--- src/rtl/ifid_hazard_if.sv ---
// Bundle of decode-stage hazard inputs and pipeline-control outputs shared by
// the IF/ID hazard controller and the pipeline that drives it.
interface ifid_hazard_if;
  logic       id_valid;
  logic [2:0] hazRs_id;
  logic       Rs_hazP_id;
  logic [2:0] hazRt_id;
  logic       Rt_hazP_id;
  logic [2:0] ex_rd;
  logic       ex_wr;
  logic       ex_memrd;
  logic [2:0] mem_rd;
  logic       mem_wr;
  logic       ex_redirect;
  logic       id_halt;

  logic        pc_hold;
  logic        ifid_hold;
  logic        ifid_flush;
  logic        idex_bubble;
  logic        halted;
  logic [1:0]  ctrl_state;
  logic [15:0] stall_cnt;

  modport master (
    output id_valid, hazRs_id, Rs_hazP_id, hazRt_id, Rt_hazP_id,
           ex_rd, ex_wr, ex_memrd, mem_rd, mem_wr, ex_redirect, id_halt,
    input  pc_hold, ifid_hold, ifid_flush, idex_bubble, halted,
           ctrl_state, stall_cnt
  );

  modport slave (
    input  id_valid, hazRs_id, Rs_hazP_id, hazRt_id, Rt_hazP_id,
           ex_rd, ex_wr, ex_memrd, mem_rd, mem_wr, ex_redirect, id_halt,
    output pc_hold, ifid_hold, ifid_flush, idex_bubble, halted,
           ctrl_state, stall_cnt
  );
endinterface

--- src/rtl/ifid_hazard_ctrl.sv ---
// IF/ID hazard controller: stall, bubble, flush and halt sequencing for the
// 16-bit five-stage core. Build option: FORWARD_EN (EX/MEM forwarding present).
module ifid_hazard_ctrl (
  input  logic          clk,
  input  logic          rst,
  ifid_hazard_if.slave  hz
);

  typedef enum logic [1:0] {
    RUN   = 2'b00,
    STALL = 2'b01,
    HALT  = 2'b10
  } state_t;

  state_t      state;
  state_t      nxt_state;
  logic [1:0]  rem;
  logic [1:0]  nxt_rem;
  logic [15:0] stall_cnt_q;
  logic        halted_q;

  logic        match_ex;
  logic        match_mem;
  logic [1:0]  need;

  logic        pc_hold_c;
  logic        ifid_hold_c;
  logic        ifid_flush_c;
  logic        idex_bubble_c;
  logic        haz_stall_c;

  function automatic logic [15:0] sat_inc16(input logic [15:0] v);
    sat_inc16 = (v == 16'hFFFF) ? v : v + 16'd1;
  endfunction

  function automatic logic reg_match(
    input logic       valid,
    input logic       rs_p,
    input logic [2:0] rs,
    input logic       rt_p,
    input logic [2:0] rt,
    input logic [2:0] rd
  );
    reg_match = valid & ((rs_p & (rs == rd)) | (rt_p & (rt == rd)));
  endfunction

  assign match_ex  = reg_match(hz.id_valid, hz.Rs_hazP_id, hz.hazRs_id,
                               hz.Rt_hazP_id, hz.hazRt_id, hz.ex_rd);
  assign match_mem = reg_match(hz.id_valid, hz.Rs_hazP_id, hz.hazRs_id,
                               hz.Rt_hazP_id, hz.hazRt_id, hz.mem_rd);

`ifdef FORWARD_EN
  // Only a load in EX cannot be forwarded in time; one bubble covers it.
  assign need = (hz.ex_wr & hz.ex_memrd & match_ex) ? 2'd1 : 2'd0;
`else
  // Without forwarding the value is usable once it reaches WB (bypassed to ID).
  assign need = (hz.ex_wr & match_ex)   ? 2'd2 :
                (hz.mem_wr & match_mem) ? 2'd1 : 2'd0;
`endif

  always_comb begin
    nxt_state     = state;
    nxt_rem       = rem;
    pc_hold_c     = 1'b0;
    ifid_hold_c   = 1'b0;
    ifid_flush_c  = 1'b0;
    idex_bubble_c = 1'b0;
    haz_stall_c   = 1'b0;
    if (hz.ex_redirect) begin
      ifid_flush_c  = 1'b1;
      idex_bubble_c = 1'b1;
      nxt_state     = RUN;
      nxt_rem       = 2'd0;
    end else begin
      case (state)
        RUN: begin
          if (need != 2'd0) begin
            pc_hold_c     = 1'b1;
            ifid_hold_c   = 1'b1;
            idex_bubble_c = 1'b1;
            haz_stall_c   = 1'b1;
            if (need == 2'd2) begin
              nxt_state = STALL;
              nxt_rem   = 2'd1;
            end
          end else if (hz.id_halt & hz.id_valid) begin
            // HALT itself moves on to ID/EX; the front end is parked behind it.
            pc_hold_c    = 1'b1;
            ifid_flush_c = 1'b1;
            nxt_state    = HALT;
          end
        end
        STALL: begin
          pc_hold_c     = 1'b1;
          ifid_hold_c   = 1'b1;
          idex_bubble_c = 1'b1;
          haz_stall_c   = 1'b1;
          nxt_rem       = rem - 2'd1;
          if (rem <= 2'd1) begin
            nxt_state = RUN;
            nxt_rem   = 2'd0;
          end
        end
        HALT: begin
          pc_hold_c     = 1'b1;
          ifid_hold_c   = 1'b1;
          idex_bubble_c = 1'b1;
        end
        default: begin
          nxt_state = RUN;
          nxt_rem   = 2'd0;
        end
      endcase
    end
  end

  // State / counter boundary
  always_ff @(posedge clk or negedge rst) begin
    if (!rst) begin
      state       <= RUN;
      rem         <= 2'd0;
      stall_cnt_q <= 16'd0;
      halted_q    <= 1'b0;
    end else begin
      state    <= nxt_state;
      rem      <= nxt_rem;
      halted_q <= (nxt_state == HALT);
      if (haz_stall_c)
        stall_cnt_q <= sat_inc16(stall_cnt_q);
    end
  end

  // Reset forces every output low, including the combinational controls.
  assign hz.pc_hold     = rst & pc_hold_c;
  assign hz.ifid_hold   = rst & ifid_hold_c;
  assign hz.ifid_flush  = rst & ifid_flush_c;
  assign hz.idex_bubble = rst & idex_bubble_c;
  assign hz.halted      = rst & halted_q;
  assign hz.ctrl_state  = rst ? state : RUN;
  assign hz.stall_cnt   = rst ? stall_cnt_q : 16'd0;

endmodule

--- src/flat_wrapper.sv ---
// flat-port wrapper written by rule: the top's interface ports become plain ports
module ifid_hazard_ctrl_flat 
  (clk, rst, hz_id_valid, hz_hazRs_id, hz_Rs_hazP_id, hz_hazRt_id, hz_Rt_hazP_id, hz_ex_rd, hz_ex_wr, hz_ex_memrd, hz_mem_rd, hz_mem_wr, hz_ex_redirect, hz_id_halt, hz_pc_hold, hz_ifid_hold, hz_ifid_flush, hz_idex_bubble, hz_halted, hz_ctrl_state, hz_stall_cnt);
  ifid_hazard_if hz_i ();
  input  logic clk;
  input  logic rst;
  input wire logic [$bits(hz_i.id_valid)-1:0] hz_id_valid;
  input wire logic [$bits(hz_i.hazRs_id)-1:0] hz_hazRs_id;
  input wire logic [$bits(hz_i.Rs_hazP_id)-1:0] hz_Rs_hazP_id;
  input wire logic [$bits(hz_i.hazRt_id)-1:0] hz_hazRt_id;
  input wire logic [$bits(hz_i.Rt_hazP_id)-1:0] hz_Rt_hazP_id;
  input wire logic [$bits(hz_i.ex_rd)-1:0] hz_ex_rd;
  input wire logic [$bits(hz_i.ex_wr)-1:0] hz_ex_wr;
  input wire logic [$bits(hz_i.ex_memrd)-1:0] hz_ex_memrd;
  input wire logic [$bits(hz_i.mem_rd)-1:0] hz_mem_rd;
  input wire logic [$bits(hz_i.mem_wr)-1:0] hz_mem_wr;
  input wire logic [$bits(hz_i.ex_redirect)-1:0] hz_ex_redirect;
  input wire logic [$bits(hz_i.id_halt)-1:0] hz_id_halt;
  output wire logic [$bits(hz_i.pc_hold)-1:0] hz_pc_hold;
  output wire logic [$bits(hz_i.ifid_hold)-1:0] hz_ifid_hold;
  output wire logic [$bits(hz_i.ifid_flush)-1:0] hz_ifid_flush;
  output wire logic [$bits(hz_i.idex_bubble)-1:0] hz_idex_bubble;
  output wire logic [$bits(hz_i.halted)-1:0] hz_halted;
  output wire logic [$bits(hz_i.ctrl_state)-1:0] hz_ctrl_state;
  output wire logic [$bits(hz_i.stall_cnt)-1:0] hz_stall_cnt;
  assign hz_i.id_valid = hz_id_valid;
  assign hz_i.hazRs_id = hz_hazRs_id;
  assign hz_i.Rs_hazP_id = hz_Rs_hazP_id;
  assign hz_i.hazRt_id = hz_hazRt_id;
  assign hz_i.Rt_hazP_id = hz_Rt_hazP_id;
  assign hz_i.ex_rd = hz_ex_rd;
  assign hz_i.ex_wr = hz_ex_wr;
  assign hz_i.ex_memrd = hz_ex_memrd;
  assign hz_i.mem_rd = hz_mem_rd;
  assign hz_i.mem_wr = hz_mem_wr;
  assign hz_i.ex_redirect = hz_ex_redirect;
  assign hz_i.id_halt = hz_id_halt;
  assign hz_pc_hold = hz_i.pc_hold;
  assign hz_ifid_hold = hz_i.ifid_hold;
  assign hz_ifid_flush = hz_i.ifid_flush;
  assign hz_idex_bubble = hz_i.idex_bubble;
  assign hz_halted = hz_i.halted;
  assign hz_ctrl_state = hz_i.ctrl_state;
  assign hz_stall_cnt = hz_i.stall_cnt;
  ifid_hazard_ctrl u_core (.clk(clk), .rst(rst), .hz(hz_i));
endmodule
--- config.mk ---
export PLATFORM = sky130hd
export DESIGN_NAME = ifid_hazard_ctrl_flat
export DESIGN_NICKNAME = d
export VERILOG_FILES = /design/src/rtl/ifid_hazard_if.sv /design/src/rtl/ifid_hazard_ctrl.sv /design/src/flat_wrapper.sv
export SDC_FILE = /design/constraint.sdc
export NUM_CORES = 1
export LEC_CHECK = 0
export CAP_MARGIN = 10
export CELL_PAD_IN_SITES_DETAIL_PLACEMENT = 1
export CELL_PAD_IN_SITES_GLOBAL_PLACEMENT = 1
export CORE_MARGIN = 3
export CORE_UTILIZATION = 24
export DETAILED_ROUTE_END_ITERATION = 8
export PLACE_DENSITY_LB_ADDON = 0.1
export SLEW_MARGIN = 20
export SYNTH_ARGS = -nofsm -noshare
export SYNTH_HDL_FRONTEND = slang
export SYNTH_SLANG_ARGS = --single-unit
export TNS_END_PERCENT = 5
--- constraint.sdc ---
create_clock -name clk -period 1.7 [get_ports clk]
set_input_delay 0.17 -clock clk [delete_from_list [all_inputs] [get_ports clk]]
set_output_delay 0.17 -clock clk [all_outputs]
set_load 0.01 [all_outputs]
==> flow_summary.yaml, run 1 <==
outcome:
  outcome: "complete, but fails checks"
  violations: "setup timing"
floorplan:
  core_um2: 5680
  die_x_um: 83.8
  dieArea_um2: 7020
  start_util_pct: 25.6
  die-height_um: 83.8
  ioPinCount: 45
  row_count: 27
final_layout:
  final_util_pct: 46.0
  n_antenna_cell: 0
  area_growth_pct: 79.6
  n_fill_cell: 656
  layout-drive-gt1-share_pct: 37.0
  finalNetCount: 285
placement:
  dp_hpwl_um: 3660
  dp_slack_ns: -0.585
  gp_congestion: 0.788
  port_buffers: 43
setup_path:
  crit_fanout: 5
  r2r-start: "u_core.state[1]$_DFF_PN0_"
  cp.required_ns: 1.84
  reg2reg_slack_ns: -0.21
  cp_slowest_cell: "or4_4"
  reg2regPathDepth: 10
  cp-start-kind: "register"
  endpoint_kind: "register"
  setup.worst_path.class: "register to register"
  arrival_ns: 2.05
  r2r-end: "u_core.stall_cnt_q[14]$_DFFE_PN0P_"
  path_cells: "inv_2 > ha_4 > nand3_2 > a21oi_2 > buf_4 > buf_6 > nor3_4 > buf_12 > or4_4 > xnor2_2"
  max_stage_delay_ns: 0.42
yosys:
  synth.top_cells.by_area: "dfrtp_1 (36%), xnor2_1 (8.4%), and2_1 (7.3%)"
  syn_inst: 162
  ys_seq_area_share_pct: 36.2
  yosysTopAreaCell: "dfrtp_1"
  synth_area_per_cell_um2: 8.97
  synth_fp_nets: 189
  synth.distinct_cells: 33
  yosys_warnings: 0
  yosys_register_bits: 21
  syn_area_um2: 1450
  synth_top_area_share_pct: 36.2
grt:
  antenna_found_initial: 0
  grt_max_degree: 26
  grt_pass1_vias: 1677
  gr-total-overflow: 0
  grt_util_all_layers_pct: 13.6
  grt_pass1_wl_um: 7900
detailed_routing:
  drt_first_pass_iters: 4
  drt-wirelength-per-cell_um: 14.5
  vias_per_cell: 4.57
  wl_um: 4760
  route.vias.total: 1502
  drtIter0Drc: 16
  drc: 0
  ant_nets: 0
cts:
  cts-root-buf: "clkbuf_8"
  cts_buffer_depth: 2
  cts_made_buffers: 3
  cts_tree: "built"
  clock_latency_ns: 0.26
  clkSlewWorstSetupHoldPaths_ns: 0.08
  holdBufCountCts: 0
  cts_max_level: 1
  cts_sinks: 21
sta:
  slew_viol_final: 0
  rsz0062_at_grt: "yes"
  tightest_slew_ns: 0.314
  fmax_mhz: 525
  fin_skew_ns: 0.0102
  setup_violations: 20
  hold_viol_final: 0
  max-slew-margin-rel_pct: 79.0
  period_needed_ns: 1.91
  finalCritPeriodShare_pct: 112
  fin_ws_ns: -0.206
power_and_ir_drop:
  leakagePower_nw: 1.23
  p_per_area_nw_per_um2: 566
  vdd_drop_max_uv: 452
flow_run:
  maxCapViolCount: 0
hold_path:
  hold_class: "input port to asynchronous set/reset pin"
==> cell usage after synthesis, drive strengths merged <==
| master | number |
|---|---|
| nor3b | 1 |
| ha | 5 |
| clkbuf | 2 |
| a21o | 1 |
| nand2 | 15 |
| o21a | 1 |
| nand2b | 2 |
| dfrtp | 21 |
| xor2 | 12 |
| nor3 | 14 |
| mux2 | 1 |
| o21ai | 2 |
| nand3 | 6 |
| and2 | 17 |
| nor4 | 6 |
| or4 | 1 |
| a21oi | 8 |
| nor2 | 12 |
| a2bb2oi | 1 |
| o21bai | 1 |
| buf | 3 |
| or3b | 1 |
| and3b | 1 |
| nand4 | 6 |
| inv | 4 |
| xnor2 | 15 |
| and3 | 3 |
==> placed cells by master, fill, tap and decap left out, drive strengths merged, types with 2 or more instances in the layout <==
master	n
nand4	6
xnor2	15
and2	17
nor4	6
nor3	14
nand3	6
and3	3
dlygate4sd2	14
clkdlybuf4s50	25
nand2b	2
nand2	15
a21oi	8
o21ai	2
buf	55
inv	4
xor2	12
clkbuf	3
nor2	12
dfrtp	21
ha	5
==> power by group <==
part / switching (mW) / leakage [nW] / total, mW / internal (mW)
Sequential: 0.0350 / 0.282 / 0.581 / 0.546
Clock: 0.163 / 0.0255 / 0.326 / 0.163
Combinational: 0.251 / 0.919 / 0.570 / 0.319
Total: 0.448 / 1.23 / 1.48 / 1.03
==> registers in the layout, indices dropped and copies added (netlist names) <==
name	flops
u_core.state	2
u_core.rem	2
u_core.stall_cnt_q	16
u_core.halted_q	1
==> how the worst max path moves through the flow <==
stage,slack (ns),cells after the start,end,start
2_1_floorplan,-0.007,8,u_core.stall_cnt_q[14]$_DFFE_PN0P_,u_core.state[1]$_DFF_PN0_
3_3_place_gp,-0.55,7,hz_ifid_hold,hz_hazRs_id[1]
3_5_place_dp,-0.59,8,hz_idex_bubble,hz_hazRt_id[1]
4_1_cts,-0.21,10,u_core.stall_cnt_q[14]$_DFFE_PN0P_,u_core.state[0]$_DFF_PN0_
5_1_grt,-0.29,10,u_core.stall_cnt_q[14]$_DFFE_PN0P_,u_core.state[1]$_DFF_PN0_
6_report,-0.21,10,u_core.stall_cnt_q[14]$_DFFE_PN0P_,u_core.state[1]$_DFF_PN0_
==> critical path: cells and delay by family, from the launching register on <==
family	cells	cell delay, ns
xor gates and xnor gates	1	0.14
buffers and inverters	4	0.45
and+or+nand+nor	3	0.53
DFF	1	0.39
adders and majority gates	1	0.15
AOI/OAI and AO/OA	1	0.13
==> logic make-up after synthesis <==
group / Yosys count / share of synthesized area, %
mux: 1 / 0.775
compound gates: 14 / 6.12
fa+ha+maj: 5 / 4.31
simple gates: 85 / 32.6
flops: 21 / 36.2
xor+xnor: 27 / 16.8
buf+inv: 9 / 3.19
==> metrics by stage <==
| step | TNS [ns] | cells | power, mW | instance area [um^2] | hold slack [ns] |
|---|---|---|---|---|---|
| 2_1_floorplan | -0.00730 | 162 | 0.817 | 1510 | -0.126 |
| 3_3_place_gp | -10.62 | 313 | 1.09 | 2340 | 0.465 |
| 3_5_place_dp | -12.06 | 313 | 1.11 | 2340 | 0.482 |
| 4_1_cts | -2.49 | 327 | 1.48 | 2540 | 0.0735 |
| 5_1_grt | -4.37 | 329 | 1.57 | 2610 | 0.108 |
| 6_report | -2.17 | 329 | 1.48 | 2610 | 0.0786 |
==> layer usage <==
layer	wire length, um	track usage, %
met5	0	0
met4	37	1.75
met3	152	2.96
met2	2470	24.6
met1	2100	16.9
==> final cells by class <==
class	instances	area, um^2	share of cell area, %
Multi-Input combinational cell	132	1060	40.8
Sequential cell	21	526	20.1
Clock inverter	1	5.00	0.192
Inverter	4	15.0	0.576
Timing Repair Buffer	96	867	33.2
Tap cell	72	90.1	3.45
Clock buffer	3	41.3	1.58
==> what timing repair did <==
item,4_1_cts,5_1_grt
gates cloned,1,0
resized for setup,46,10
hold endpoints to repair,0,0
pin swaps,12,10
buffers inserted,9,2
endpoints found under the setup margin,40,22
Power figures use the tool's default switching activity.
==> run 2, diff against run 1 <==
--- a/config.mk
+++ b/config.mk
@@ -11,7 +11,8 @@
 export CORE_MARGIN = 3
 export CORE_UTILIZATION = 24
 export DETAILED_ROUTE_END_ITERATION = 8
-export PLACE_DENSITY_LB_ADDON = 0.1
+export GPL_ROUTABILITY_DRIVEN = 0
+export PLACE_DENSITY_LB_ADDON = 0.2
 export SLEW_MARGIN = 20
 export SYNTH_ARGS = -nofsm -noshare
 export SYNTH_HDL_FRONTEND = slang
==> run 2 against run 1 <==
The run still ends with setup timing left. First-iteration DRC count up 38%. Final cell count down 1.8%. Total power is 2.0% lower. Cell area shrank 3.0%. Setup slack better by 0.036 ns. Largest power group unchanged. Sequential share of layout area is 0.63 points higher. Maximum frequency rose by 1.9%. Die area is the same. Non-clock buffer count fell by 7. Critical path depth is 1 lower. Sequential power barely moved. Clock power about the same.
==> flow_summary.yaml, run 2 (synthesis gave the netlist of run 1 again) <==
setup_path:
  crit_path_start: "u_core.state[1]$_DFF_PN0_"
  max_stage_delay_ns: 0.43
  crit_fanout: 4
  endpoint_kind: "register"
  reg2reg_slack_ns: -0.17
  setup.worst_path.class: "register to register"
  reg2regPathDepth: 9
  cp.required_ns: 1.85
  cpMostUsedCell: "buf_6"
  path_buf_inv: 3
  cp-start-kind: "register"
  path_cells: "inv_2 > ha_4 > nand3_4 > a21oi_4 > buf_6 > buf_6 > nor3_2 > or4_4 > xnor2_2"
  arrival_ns: 2.02
  r2r-start: "u_core.state[1]$_DFF_PN0_"
  cp_top_family: "simple AND/OR/NAND/NOR gates"
  cp_slowest_cell: "or4_4"
  r2r-end: "u_core.stall_cnt_q[14]$_DFFE_PN0P_"
power_and_ir_drop:
  leakagePower_nw: 1.17
  intPower_mw: 1.01
  vdd_drop_max_uv: 314
  p_clk_share_pct: 22.6
  p_per_area_nw_per_um2: 572
  p_seq_share_pct: 40.1
  p_comb_share_pct: 37.2
  p_switching_uw: 438
  switching_share_pct: 30.2
placement:
  dp_hpwl_um: 3640
  dp_slack_ns: -0.587
  port_buffers: 43
detailed_routing:
  drt-wirelength-per-cell_um: 14.5
  drc: 0
  ant_nets: 0
  route.vias.total: 1509
  vias_per_cell: 4.67
  drtIter0Drc: 22
  wl_um: 4690
  drt_first_pass_iters: 4
floorplan:
  die_x_um: 83.8
  ioPinCount: 45
  core_um2: 5680
  die-height_um: 83.8
  start_util_pct: 25.6
  dieArea_um2: 7020
  row_count: 27
final_layout:
  n_antenna_cell: 0
  layout-drive-gt1-share_pct: 34.3
  final_cell_mix: "buf_4 (40), clkdlybuf4s50_1 (23), dfrtp_1 (21)"
  finalNetCount: 279
  top_register: "u_core.stall_cnt_q"
  top_regs: "u_core.stall_cnt_q: 16 flops, u_core.rem: 2 flops, u_core.state: 2 flops"
  largest_reg_flops: 16
  area_growth_pct: 74.2
  final_common_cell: "buf_4"
sta:
  fmax_mhz: 535
  fin_ws_ns: -0.170
  fin_skew_ns: 0.00243
  slew_viol_final: 0
  hold_viol_final: 0
  setup_violations: 17
  rsz0062_at_grt: "yes"
  max-slew-margin-rel_pct: 75.8
  period_needed_ns: 1.87
  fin_tns_setup_ns: -1.32
  tightest_slew_ns: 0.362
  finalCritPeriodShare_pct: 110
grt:
  antenna_found_initial: 0
  grt_util_all_layers_pct: 13.4
  grt_max_degree: 23
  gr-total-overflow: 0
  grt_pass1_vias: 1724
  grt_pass1_wl_um: 7890
cts:
  cts_max_level: 1
  cts_buffer_depth: 2
  cts_sinks: 21
  cts_tree: "built"
  cts-root-buf: "clkbuf_8"
  cts_made_buffers: 3
  clkSlewWorstSetupHoldPaths_ns: 0.07
  clock_latency_ns: 0.26
outcome:
  outcome: "complete, but fails checks"
  violations: "setup timing"
hold_path:
  hold_class: "input port to asynchronous set/reset pin"
flow_run:
  maxCapViolCount: 0
run 2: area by class of cell:
cell class | count | area, um^2
multi-input cells | 133 | 1080
well taps | 72 | 90.1
inverters | 4 | 15.0
repair buffers | 89 | 777
flip-flops and latches | 21 | 526
fillers | 677 | 3150
clock buffers | 4 | 45.0
run 2: how the worst max path moves through the flow:
stage / to / cells past startpoint / slack (ns)
floorplan: u_core.stall_cnt_q[14]$_DFFE_PN0P_ / 8 / -0.007
global placement: hz_ifid_flush / 9 / -0.52
detailed placement: hz_ifid_hold / 7 / -0.59
CTS: u_core.stall_cnt_q[14]$_DFFE_PN0P_ / 9 / -0.16
global route: u_core.stall_cnt_q[14]$_DFFE_PN0P_ / 9 / -0.24
finish: u_core.stall_cnt_q[14]$_DFFE_PN0P_ / 9 / -0.17
run 2: stage by stage:
stage	utilization, %	total power, mW	hold slack, ns	cells	cell area [um^2]
global placement	40.8	1.09	0.465	313	2310
finish	44.6	1.45	0.0507	323	2530
detailed placement	40.8	1.11	0.478	313	2310
CTS	43.0	1.45	0.285	320	2440
global route	44.6	1.55	0.0795	323	2530
floorplan	-	0.817	-0.126	162	1510
run 2: power by group through the flow:
stage | sequential [mW] | combinational [mW] | clock, mW
floorplan | 0.592 | 0.226 | 0
global placement | 0.590 | 0.503 | 0
detailed placement | 0.591 | 0.522 | 0
CTS | 0.582 | 0.526 | 0.339
global route | 0.587 | 0.597 | 0.361
finish | 0.581 | 0.539 | 0.328
run 2: worst reg2reg max path, cell delays in order (launching register included):
cell	delay [ns]
dfrtp_1	0.41
inv_2	0.09
ha_4	0.17
nand3_4	0.08
a21oi_4	0.16
buf_6	0.12
buf_6	0.10
nor3_2	0.06
or4_4	0.43
xnor2_2	0.15
run 2: repair_timing:
item	4_1_cts	5_1_grt
pin swaps	18	7
hold buffers	0	2
endpoints found under the setup margin	41	39
setup buffers	2	1
endpoints found under the hold margin	0	9
resized for setup	49	14
gates cloned	1	0
run 2: per-layer routing:
layer / global-route usage [%] / share of wire [%]
met5: 0 / 0
met1: 16.4 / 42
met3: 2.76 / 3.6
met2: 24.4 / 53
met4: 2.19 / 0.94
